--- src/rtl/mem_word_arbiter.sv ---
// mem_word_arbiter: shares one byte-wide memory between fetch and data ports as 4-byte big-endian words.
// Define MEM_ARB_RR_EN for round-robin arbitration; default is fixed data priority.
module mem_word_arbiter #(
  parameter int ADDR_W = 5
) (
  input  logic              clk,
  input  logic              rst_n,
  input  logic              if_req,
  input  logic [ADDR_W-1:0] if_addr,
  output logic [31:0]       if_rdata,
  output logic              if_ack,
  input  logic              dm_req,
  input  logic              dm_we,
  input  logic [ADDR_W-1:0] dm_addr,
  input  logic [31:0]       dm_wdata,
  output logic [31:0]       dm_rdata,
  output logic              dm_ack,
  output logic [ADDR_W-1:0] mem_addr,
  output logic              mem_we,
  output logic [7:0]        mem_wdata,
  input  logic [7:0]        mem_rdata,
  output logic              busy
);
  typedef enum logic [1:0] {IDLE, XFER, ACK} state_t;
  state_t            state_q;
  logic [1:0]        cnt_q;
  logic              own_dm_q, we_q, if_ack_q, dm_ack_q;
  logic [ADDR_W-1:0] base_q;
  logic [31:0]       wdata_q, asm_q, if_rdata_q, dm_rdata_q;
  logic              gnt_dm_d;
  logic [31:0]       asm_d;
`ifdef MEM_ARB_RR_EN
  logic              last_dm_q;
  assign gnt_dm_d = dm_req && (!if_req || !last_dm_q);
`else
  assign gnt_dm_d = dm_req;
`endif
  assign asm_d = {asm_q[23:0], mem_rdata};
  always_ff @(posedge clk or negedge rst_n) begin
    if (!rst_n) begin
      state_q    <= IDLE;
      cnt_q      <= '0;
      own_dm_q   <= 1'b0;
      we_q       <= 1'b0;
      base_q     <= '0;
      wdata_q    <= '0;
      asm_q      <= '0;
      if_rdata_q <= '0;
      dm_rdata_q <= '0;
      if_ack_q   <= 1'b0;
      dm_ack_q   <= 1'b0;
`ifdef MEM_ARB_RR_EN
      last_dm_q  <= 1'b0;
`endif
    end else begin
      if_ack_q <= 1'b0;
      dm_ack_q <= 1'b0;
      case (state_q)
        IDLE: if (if_req || dm_req) begin
          state_q  <= XFER;
          cnt_q    <= '0;
          own_dm_q <= gnt_dm_d;
          we_q     <= gnt_dm_d && dm_we;
          base_q   <= gnt_dm_d ? dm_addr : if_addr;
          wdata_q  <= dm_wdata;
`ifdef MEM_ARB_RR_EN
          last_dm_q <= gnt_dm_d;
`endif
        end
        XFER: begin
          if (!we_q) asm_q <= asm_d;
          wdata_q <= wdata_q << 8;
          // cnt stays at 3 afterwards so mem_addr keeps the last byte address
          if (cnt_q == 2'd3) begin
            state_q <= ACK;
            if (own_dm_q) begin
              dm_ack_q <= 1'b1;
              if (!we_q) dm_rdata_q <= asm_d;
            end else begin
              if_ack_q   <= 1'b1;
              if_rdata_q <= asm_d;
            end
          end else cnt_q <= cnt_q + 2'd1;
        end
        default: state_q <= IDLE;
      endcase
    end
  end
  assign mem_addr  = base_q + ADDR_W'(cnt_q);
  assign mem_we    = (state_q == XFER) && we_q;
  assign mem_wdata = wdata_q[31:24];
  assign if_rdata  = if_rdata_q;
  assign dm_rdata  = dm_rdata_q;
  assign if_ack    = if_ack_q;
  assign dm_ack    = dm_ack_q;
  assign busy      = (state_q != IDLE);
endmodule

--- config.mk ---
export PLATFORM = sky130hd
export DESIGN_NAME = mem_word_arbiter
export DESIGN_NICKNAME = d
export VERILOG_FILES = /design/src/rtl/mem_word_arbiter.sv
export SDC_FILE = /design/constraint.sdc
export NUM_CORES = 1
export LEC_CHECK = 0
export ABC_AREA = 1
export CAP_MARGIN = 15
export CORE_ASPECT_RATIO = 1.4
export CORE_MARGIN = 5
export CORE_UTILIZATION = 45
export DETAILED_ROUTE_END_ITERATION = 12
export PLACE_DENSITY = 0.76
export RECOVER_POWER = 25
export SLEW_MARGIN = 0
export SYNTH_ARGS = -nofsm -noshare
export SYNTH_HDL_FRONTEND = slang
export SYNTH_SLANG_ARGS = --single-unit
export TNS_END_PERCENT = 5
--- constraint.sdc ---
create_clock -name clk -period 1.6 [get_ports clk]
set_clock_uncertainty 0.2 [all_clocks]
set_input_delay 0.24 -clock clk [delete_from_list [all_inputs] [get_ports clk]]
set_output_delay 0.24 -clock clk [all_outputs]
set_load 0.01 [all_outputs]
==> results.cfg <==
[power_and_ir_drop]
p_leak_nw = 4.38
power_density_nw_per_um2 = 2130
irDropWorstVdd_v = 0.00114

[timing]
drv_slew = 0
setup_viol = 74
hold_violations = 0
worstMarginPinSlew_ns = 1.01
setup-tns-final_ns = -18.38
slew_headroom = 0.329
worst_slack_ns = -0.589
period_share = 1.37
max_freq_mhz = 457
rsz0062_at_grt = true
hold_ws_ns = 0.178
finalCriticalPeriod_ns = 2.19

[layout]
fin_util = 0.655
fillers = 1012
seqCellArea_um2 = 3330
syn2layout_area_growth_pct = 42.0
multiInputGateArea_um2 = 2080
stdcell_count = 988
drive_gt1_frac = 0.135
antenna_cells = 0
fin_nets = 884

[job]
maxCapViolations = 0

[clock_tree]
path_clk_slew_ns = 0.06
insertion_delay_ns = 0.41
cts_tree = yes
clock-root-buffer = clkbuf_16
cts_buffers = 17
cts_sinks = 133
cts.path.max_buffers = 2
htree_levels = 4

[placement]
gp_congestion = 0.828
dpl.hpwl_um = 10000
dp.cells = 945
port-buffer-count = 135

[hold_path]
hold_class = input pin to flop

[synth]
synth-async-reset-ratio = 1.00
synth-edff-count = 0
synth-main-ff-cell = dfrtp_1
yosysUniqueCellTypes = 21
synth-seq-area-share = 0.581
ys_warn_count = 0
syn-num-nets = 734
synth.avg_cell_area_um2 = 8.49
syn_inst = 675
ys_seq_elements = 133
synthesis.area_um2 = 5730

[critical_path]
path_cells = ha_4 > inv_2 > fa_2 > nor2_2 > xor2_1 > buf_2
crit_slowest_cell = dfrtp_1
slowest_delay_ns = 0.40
endpoint_kind = primary output
cp_max_fo = 2
criticalPathCategory = flop to primary output
cp.required_ns = 1.16
start_kind = flop
critPathArrivalTime_ns = 1.75

[global_routing]
grt_overflow = 0
grt_usage = 0.205
grt_pass1_wl_um = 24700
grt_max_degree = 49
antenna_found_initial = 0
grt_pass1_vias = 5096

[route]
drt_first_pass_iters = 4
routed_wirelength_um = 15300
wl_per_cell_um = 15.5
vias = 4982
route.detailed.drc = 0
dr.first_iter.drc_count = 224
antenna_left = 0
avgViaCountPerCell = 5.04

[die]
chipHeight_um = 144
num_rows = 48
dieArea_um2 = 15100
core_um2 = 12400
die_w_um = 105
ios = 136
start_util = 0.461

[run_status]
status = finished, violations left
violations = setup timing
## cell families (layout without fill, tap and decap cells)
family	Yosys count	in the layout	synth area share
flip-flops	133	133	0.581
XOR/XNOR	2	2	0.00306
adder cells (fa/ha/maj)	4	4	0.0100
AO/OA/AOI/OAI	51	51	0.0445
buffers and inverters	84	247	0.0779
AND/OR/NAND/NOR	401	401	0.284
## metal layers
layer,up-vias,global-route usage,share of wire
met2,181,0.353,0.52
met1,2355,0.235,0.38
li1,2402,-,-
met4,0,0.102,0.036
met5,-,0,0
met3,44,0.0580,0.061
## Yosys cell counts (4+ instances only)
| master | n | area, um^2 |
|---|---|---|
| nor2_1 | 6 | 22.5 |
| inv_2 | 5 | 18.8 |
| buf_6 | 7 | 78.8 |
| clkbuf_1 | 7 | 26.3 |
| buf_4 | 16 | 120 |
| inv_1 | 34 | 128 |
| dfrtp_1 | 133 | 3330 |
| o21ai_1 | 24 | 120 |
| nand2_1 | 323 | 1210 |
| o21ai_0 | 27 | 135 |
| buf_2 | 15 | 75.1 |
| nand3_1 | 62 | 310 |
| nand2_2 | 4 | 25.0 |
## power by group
part,switching [mW],internal [mW]
Clock,1.51,2.63
Combinational,4.12,3.19
Sequential,0.973,4.94
## state kept, by name, summed over array words and instances, names as in the netlist
name,count
dm_ack,1
base_q,5
dm_rdata,32
if_rdata,32
we_q,1
if_ack,1
state_q,2
own_dm_q,1
cnt_q,2
asm_q,24
wdata_q,32
## cell usage in the layout (no fill, tap or decap), drive strengths merged
cell type / instances
clkinv: 4
dlygate4sd3: 1
nand2: 327
o21ai: 51
nor2: 9
dlygate4sd2: 74
nand3b: 1
fa: 1
xnor2: 1
dfrtp: 133
clkinvlp: 3
nand4: 1
clkbuf: 21
bufinv: 4
clkdlybuf4s50: 53
nand3: 63
xor2: 1
inv: 42
buf: 45
ha: 3
## critical path, delay by kind of cell, from the launching register on
family                   cells  cell delay (ns)
XOR/XNOR                     1             0.13
adder cells (fa/ha/maj)      2             0.52
buffers and inverters        2             0.19
flip-flops                   1             0.40
AND/OR/NAND/NOR              1             0.10
## timing repair
item / in CTS / in global routing
pin swaps: 7 / 4
buffers inserted: 4 / 2
endpoints found under the hold margin: 133 / 0
gates cloned: 0 / 4
resized for setup: 125 / 25
setup endpoints to repair: 145 / 105
hold buffers: 1 / 0
## final timing paths
path / start / endpoint / slack, ns / depth (start not counted)
max: cnt_q[0]$_DFFE_PN0P_ / mem_addr[4] / -0.59 / 6
min: dm_wdata[3] / wdata_q[3]$_DFFE_PN0P_ / 0.18 / 3
max reg2reg: cnt_q[0]$_DFFE_PN0P_ / if_rdata[28]$_DFFE_PN0P_ / -0.29 / 11
min reg2reg: dm_rdata[23]$_DFFE_PN0P_ / dm_rdata[23]$_DFFE_PN0P_ / 0.26 / 2
max in group asynchronous: rst_n / asm_q[17]$_DFFE_PN0P_ / 0.13 / 3
min in group asynchronous: rst_n / wdata_q[27]$_DFFE_PN0P_ / 0.33 / 2
## area by class of cell
class / count / share of cell area
Clock inverter: 14 / 0.0246
Sequential cell: 133 / 0.409
Tap cell: 150 / 0.0230
Clock buffer: 18 / 0.0527
Inverter: 39 / 0.0189
Multi-Input combinational cell: 458 / 0.255
Timing Repair Buffer: 176 / 0.217
## per-stage QoR
step	cell area [um^2]	power (mW)	worst slack (ns)
floorplan	5740	9.83	-0.0885
global placement	7340	13.0	-0.533
detailed placement	7340	13.3	-0.585
CTS	7990	17.1	-0.594
global route	8140	18.6	-0.654
finish	8140	17.3	-0.589
Note: power is estimated with default switching activity, not from simulation.
